File: src/rtl/apb_req_arbiter_if.sv
// Requester-side command bus and APB master bus shared by apb_req_arbiter.
// The master modport is the arbiter's view; slave is the environment's view.
interface apb_req_arbiter_if #(
  parameter int unsigned NUM_REQ = 2,
  parameter int unsigned ADDR_W  = 32,
  parameter int unsigned DATA_W  = 32
);
  logic [NUM_REQ-1:0]        req;
  logic [NUM_REQ*ADDR_W-1:0] req_addr;
  logic [NUM_REQ*DATA_W-1:0] req_wdata;
  logic [NUM_REQ-1:0]        req_write;
  logic [NUM_REQ-1:0]        done;
  logic [DATA_W-1:0]         rdata;
  logic [ADDR_W-1:0]         paddr;
  logic [DATA_W-1:0]         pwdata;
  logic                      psel;
  logic                      pwrite;
  logic                      penable;
  logic [DATA_W-1:0]         prdata;

  modport master (
    input  req, req_addr, req_wdata, req_write, prdata,
    output done, rdata, paddr, pwdata, psel, pwrite, penable
  );

  modport slave (
    output req, req_addr, req_wdata, req_write, prdata,
    input  done, rdata, paddr, pwdata, psel, pwrite, penable
  );
endinterface

File: src/rtl/apb_req_arbiter.sv
// Round-robin arbiter sharing one APB slave (no pready) between NUM_REQ requesters.
// Each transfer walks IDLE -> SETUP -> ACCESS -> DONE; all outputs are registered.
module apb_req_arbiter #(
  parameter int unsigned NUM_REQ = 2,
  parameter int unsigned ADDR_W  = 32,
  parameter int unsigned DATA_W  = 32
) (
  input  logic              pclk,
  input  logic              preset,
  apb_req_arbiter_if.master bus
);
  localparam int unsigned IDX_W = (NUM_REQ > 1) ? $clog2(NUM_REQ) : 1;
  localparam logic [IDX_W-1:0] LAST_RST = IDX_W'(NUM_REQ - 1);

  typedef enum logic [1:0] {
    S_IDLE   = 2'd0,
    S_SETUP  = 2'd1,
    S_ACCESS = 2'd2,
    S_DONE   = 2'd3
  } state_t;

  state_t              state_q, state_d;
  logic [IDX_W-1:0]    gnt_q, gnt_d;
  logic [IDX_W-1:0]    last_q, last_d;
  logic [ADDR_W-1:0]   paddr_q, paddr_d;
  logic [DATA_W-1:0]   pwdata_q, pwdata_d;
  logic                pwrite_q, pwrite_d;
  logic                psel_q, psel_d;
  logic                penable_q, penable_d;
  logic [DATA_W-1:0]   rdata_q, rdata_d;
  logic [NUM_REQ-1:0]  done_q, done_d;

  logic                win_vld;
  logic [IDX_W-1:0]    win_idx;
  logic [IDX_W-1:0]    cand;
  logic [ADDR_W-1:0]   win_addr;
  logic [DATA_W-1:0]   win_wdata;
  logic                win_write;

  // Search starts one past the last grant so every requester gets its turn.
  always_comb begin
    win_vld = 1'b0;
    win_idx = '0;
    cand    = '0;
    for (int unsigned k = 1; k <= NUM_REQ; k++) begin
      cand = IDX_W'((32'(last_q) + k) % NUM_REQ);
      if (!win_vld && bus.req[cand]) begin
        win_vld = 1'b1;
        win_idx = cand;
      end
    end
  end

  always_comb begin
    win_addr  = '0;
    win_wdata = '0;
    win_write = 1'b0;
    for (int unsigned i = 0; i < NUM_REQ; i++) begin
      if (win_idx == IDX_W'(i)) begin
        win_addr  = bus.req_addr[i*ADDR_W +: ADDR_W];
        win_wdata = bus.req_wdata[i*DATA_W +: DATA_W];
        win_write = bus.req_write[i];
      end
    end
  end

  // Next-state and next-output logic; APB strobes are set for the state being entered.
  always_comb begin
    state_d   = state_q;
    gnt_d     = gnt_q;
    last_d    = last_q;
    paddr_d   = paddr_q;
    pwdata_d  = pwdata_q;
    pwrite_d  = pwrite_q;
    psel_d    = 1'b0;
    penable_d = 1'b0;
    rdata_d   = rdata_q;
    done_d    = '0;
    case (state_q)
      S_IDLE: begin
        if (win_vld) begin
          state_d  = S_SETUP;
          gnt_d    = win_idx;
          paddr_d  = win_addr;
          pwdata_d = win_wdata;
          pwrite_d = win_write;
          psel_d   = 1'b1;
        end
      end
      S_SETUP: begin
        state_d   = S_ACCESS;
        psel_d    = 1'b1;
        penable_d = 1'b1;
      end
      S_ACCESS: begin
        state_d       = S_DONE;
        done_d[gnt_q] = 1'b1;
        if (!pwrite_q) begin
          rdata_d = bus.prdata;
        end
      end
      S_DONE: begin
        state_d = S_IDLE;
        last_d  = gnt_q;
      end
      default: state_d = S_IDLE;
    endcase
  end

  always_ff @(posedge pclk) begin
    if (preset) begin
      state_q   <= S_IDLE;
      gnt_q     <= '0;
      last_q    <= LAST_RST;
      paddr_q   <= '0;
      pwdata_q  <= '0;
      pwrite_q  <= 1'b0;
      psel_q    <= 1'b0;
      penable_q <= 1'b0;
      rdata_q   <= '0;
      done_q    <= '0;
    end else begin
      state_q   <= state_d;
      gnt_q     <= gnt_d;
      last_q    <= last_d;
      paddr_q   <= paddr_d;
      pwdata_q  <= pwdata_d;
      pwrite_q  <= pwrite_d;
      psel_q    <= psel_d;
      penable_q <= penable_d;
      rdata_q   <= rdata_d;
      done_q    <= done_d;
    end
  end

  assign bus.paddr   = paddr_q;
  assign bus.pwdata  = pwdata_q;
  assign bus.pwrite  = pwrite_q;
  assign bus.psel    = psel_q;
  assign bus.penable = penable_q;
  assign bus.rdata   = rdata_q;
  assign bus.done    = done_q;
endmodule

File: src/flat_wrapper.sv
// flat-port wrapper written by rule: the top's interface ports become plain ports
module apb_req_arbiter_flat 
#(
  parameter int unsigned NUM_REQ = 2,
  parameter int unsigned ADDR_W  = 32,
  parameter int unsigned DATA_W  = 32
)
  (pclk, preset, bus_req, bus_req_addr, bus_req_wdata, bus_req_write, bus_prdata, bus_done, bus_rdata, bus_paddr, bus_pwdata, bus_psel, bus_pwrite, bus_penable);
  apb_req_arbiter_if #(.NUM_REQ(NUM_REQ), .ADDR_W(ADDR_W), .DATA_W(DATA_W)) bus_i ();
  input  logic pclk;
  input  logic preset;
  input wire logic [$bits(bus_i.req)-1:0] bus_req;
  input wire logic [$bits(bus_i.req_addr)-1:0] bus_req_addr;
  input wire logic [$bits(bus_i.req_wdata)-1:0] bus_req_wdata;
  input wire logic [$bits(bus_i.req_write)-1:0] bus_req_write;
  input wire logic [$bits(bus_i.prdata)-1:0] bus_prdata;
  output wire logic [$bits(bus_i.done)-1:0] bus_done;
  output wire logic [$bits(bus_i.rdata)-1:0] bus_rdata;
  output wire logic [$bits(bus_i.paddr)-1:0] bus_paddr;
  output wire logic [$bits(bus_i.pwdata)-1:0] bus_pwdata;
  output wire logic [$bits(bus_i.psel)-1:0] bus_psel;
  output wire logic [$bits(bus_i.pwrite)-1:0] bus_pwrite;
  output wire logic [$bits(bus_i.penable)-1:0] bus_penable;
  assign bus_i.req = bus_req;
  assign bus_i.req_addr = bus_req_addr;
  assign bus_i.req_wdata = bus_req_wdata;
  assign bus_i.req_write = bus_req_write;
  assign bus_i.prdata = bus_prdata;
  assign bus_done = bus_i.done;
  assign bus_rdata = bus_i.rdata;
  assign bus_paddr = bus_i.paddr;
  assign bus_pwdata = bus_i.pwdata;
  assign bus_psel = bus_i.psel;
  assign bus_pwrite = bus_i.pwrite;
  assign bus_penable = bus_i.penable;
  apb_req_arbiter #(.NUM_REQ(NUM_REQ), .ADDR_W(ADDR_W), .DATA_W(DATA_W)) u_core (.pclk(pclk), .preset(preset), .bus(bus_i));
endmodule
File: config.mk
export PLATFORM = sky130hd
export DESIGN_NAME = apb_req_arbiter_flat
export DESIGN_NICKNAME = d
export VERILOG_FILES = /design/src/rtl/apb_req_arbiter_if.sv /design/src/rtl/apb_req_arbiter.sv /design/src/flat_wrapper.sv
export SDC_FILE = /design/constraint.sdc
export NUM_CORES = 1
export LEC_CHECK = 0
export CORE_MARGIN = 2
export CORE_UTILIZATION = 38
export DETAILED_ROUTE_END_ITERATION = 12
export GPL_TIMING_DRIVEN = 0
export PLACE_DENSITY = 0.81
export RECOVER_POWER = 50
export SETUP_SLACK_MARGIN = 0.02
export SLEW_MARGIN = 20
export SYNTH_ARGS = -nofsm -noshare
export SYNTH_HDL_FRONTEND = slang
export SYNTH_SLANG_ARGS = --single-unit
File: constraint.sdc
create_clock -name pclk -period 2.1 [get_ports pclk]
set_input_delay 0.42 -clock pclk [delete_from_list [all_inputs] [get_ports pclk]]
set_output_delay 0.42 -clock pclk [all_outputs]
set_load 0.05 [all_outputs]
==> results.json <==
{
  "cellPowerDensity_mw_per_mm2": 1433,
  "totalPowerFinal_mw": 10.87,
  "irDropWorstVdd_uv": 887.0,
  "fin_crit_sh_pct": 94.89,
  "path_buf_inv": 1,
  "required_ns": 1.68,
  "ys_ff_latch": 105,
  "fin_worst_skew_ns": 0.007303,
  "ys_warn_count": 0,
  "fin_crit_ns": 1.993,
  "crit_path_cell_trace": "dlygate4sd3_1",
  "dp_hpwl_mm": 12.08,
  "synthesis.area_sq_mm": 0.004483,
  "synth_seq_area_share_pct": 46.89,
  "tns_ns": 0,
  "grt_use_total_pct": 23.85,
  "ant_nets": 0,
  "tightest_slew_ns": 0.7753,
  "final_area_sq_mm": 0.007589,
  "status": "finished, final reports clean",
  "hold_viol": 0,
  "grt_pass1_wl_mm": 24.38,
  "grt.overflow.total": 0,
  "clock_sinks": 105,
  "htree_levels": 3,
  "clk_latency_ns": 0.35,
  "drt-total-wl_mm": 15.62,
  "wl_met3_mm": 1.055,
  "drtPass1Iterations": 5,
  "grt_pass1_vias": 4964,
  "cts.clk_slew.worst_paths_ns": 0.07,
  "fin_cells": 959,
  "area_delta_synth_final_pct": 69.27,
  "yosysUniqueCellTypes": 26,
  "yosys.area.top_type_share_pct": 46.89,
  "dp_cells": 943,
  "critPathTopFamily": "buffers and inverters",
  "relSlewSlack_pct": 48.31,
  "setup_viol": 0,
  "gp_congestion": 0.8665,
  "synth_cells": 535,
  "initial_core_util_pct": 39.09,
  "hp-class": "reg -> reg",
  "chipHeight_um": 112.6,
  "clockBufferDepth": 2,
  "start_kind": "flip-flop",
  "cts_root_buf": "clkbuf_16",
  "place_area_sq_mm": 0.007315,
  "cp.arrival_ns": 1.57,
  "synth_common_cells": "129 x nand2_1, 105 x dfxtp_1, 87 x a21oi_1, 70 x nor2_1, 40 x a211oi_2",
  "dr_total_vias": 4882,
  "cts_resized": 0,
  "antenna_cells": 0,
  "nets": 981,
  "dp_slack_ns": 0.004723,
  "synth_edf_count": 0,
  "row_count": 39,
  "worst_path_max_delay_cell": "dlygate4sd3_1",
  "drc": 0,
  "setup_slack_ns": 0.1074,
  "synth_flop_cell": "dfxtp_1",
  "slowest_delay_ns": 0.89,
  "synth.net_count": 705,
  "crit_type": "reg -> out",
  "antenna_found_initial": 0,
  "synth_area_leader_cell": "dfxtp_1",
  "cts_buffers": 9,
  "ys_async_sr_fraction_pct": 0,
  "critPathMaxFanout": 2,
  "drv_cap": 0,
  "die_area_sq_mm": 0.01268,
  "grt_max_degree": 18,
  "core_area_sq_mm": 0.01147,
  "critPathCaptureType": "primary output",
  "yosysMostFrequentCell": "nand2_1",
  "die_x_um": 112.6,
  "cts_tree": "yes",
  "vias_per_cell": 5.091,
  "drtIter0Drc": 205,
  "ios": 267,
  "cts_setup_buffers": 0,
  "fmax_ghz": 0.5019,
  "io_buffers": 265,
  "dr_wl_met2_mm": 7.908,
  "wire_per_inst_um": 16.29,
  "met1Wirelength_mm": 6.216,
  "synth_area_per_cell_sq_um": 8.380,
  "cts.hold.buffers_added": 0,
  "synth_top_cells_by_area": "dfxtp_1 47%, a211oi_2 11%, nand2_1 11%, a21oi_1 9.7%, nor2_1 5.9%",
  "drive_gt1_share_pct": 11.40,
  "rsz0062_at_grt": "false",
  "routed.top_layer": "met4",
  "slew_violations": 0,
  "leakage_nw": 2.911
}
-- path summary, 6_finish.rpt --
check	cells after the start	slack (ns)	startpoint	endpoint
max reg2reg	7	0.21	u_core.state_q[0]$_SDFFE_PP0P_	u_core.bus.paddr[7]$_SDFFE_PP0P_
min	2	0.46	u_core.bus.rdata[5]$_SDFFE_PP0P_	u_core.bus.rdata[5]$_SDFFE_PP0P_
min reg2reg	2	0.46	u_core.bus.rdata[5]$_SDFFE_PP0P_	u_core.bus.rdata[5]$_SDFFE_PP0P_
max	1	0.11	u_core.bus.rdata[8]$_SDFFE_PP0P_	bus_rdata[8]
-- cells in the final DEF, fill, tap and decap left out, types with 2 or more instances in the layout --
cell type / n
buf_2: 15
nand2_1: 129
dlygate4sd3_1: 17
a21oi_1: 87
clkdlybuf4s50_1: 248
inv_1: 2
clkbuf_1: 19
nor2b_1: 3
buf_1: 2
nor2_1: 70
clkbuf_16: 9
a21oi_2: 10
a211oi_2: 40
clkinv_4: 2
clkbuf_2: 3
a211oi_1: 26
ha_1: 4
dfxtp_1: 105
buf_4: 8
nor3b_1: 2
-- cell type report --
type | count | area (sq um)
buffer | 47 | 236.5
clock inverter | 5 | 38.79
inverter | 2 | 7.507
tap | 143 | 178.9
multi-input combinational | 381 | 2130
fill | 943 | 3879
timing repair buffer | 265 | 2653
sequential | 105 | 2102
clock buffer | 11 | 242.7
-- power by group --
part           internal [mW]  total [mW]  switching [mW]  leakage, nW
combinational           2.17        6.27            4.10         1.91
clock                  0.845        1.62           0.776        0.136
sequential              2.64        2.98           0.347        0.865
total                   5.65        10.9            5.22         2.91
-- sequential cells by signal, summed over array words and instances, names as in the netlist --
name / count
u_core.bus.paddr: 32
u_core.bus.pwdata: 32
u_core.bus.rdata: 32
u_core.bus.done: 2
u_core.state_q: 2
u_core.bus.penable: 1
u_core.bus.psel: 1
u_core.bus.pwrite: 1
u_core.gnt_q: 1
u_core.last_q: 1
-- cells by family after synthesis --
logic type / synth area share [%]
AO/OA/AOI/OAI: 28.30
adder cells (fa/ha/maj): 1.116
buffers and inverters: 5.610
flip-flops: 46.89
multiplexers: 0.2233
AND/OR/NAND/NOR: 17.86
-- metrics by stage --
stage               util (%)  hold WS (ns)
floorplan                  -        0.4376
global placement       63.79        0.4423
detailed placement     63.79        0.4453
CTS                    66.24        0.4572
global route           66.18        0.4752
finish                 66.18        0.4570
-- metal layers --
| layer | track usage [%] | up-vias |
|---|---|---|
| li1 | - | 2381 |
| met1 | 27.62 | 2281 |
| met2 | 42.48 | 192 |
| met3 | 5.346 | 28 |
| met4 | 9.593 | 0 |
| met5 | 0 | - |
(Power assumes the default switching activity.)
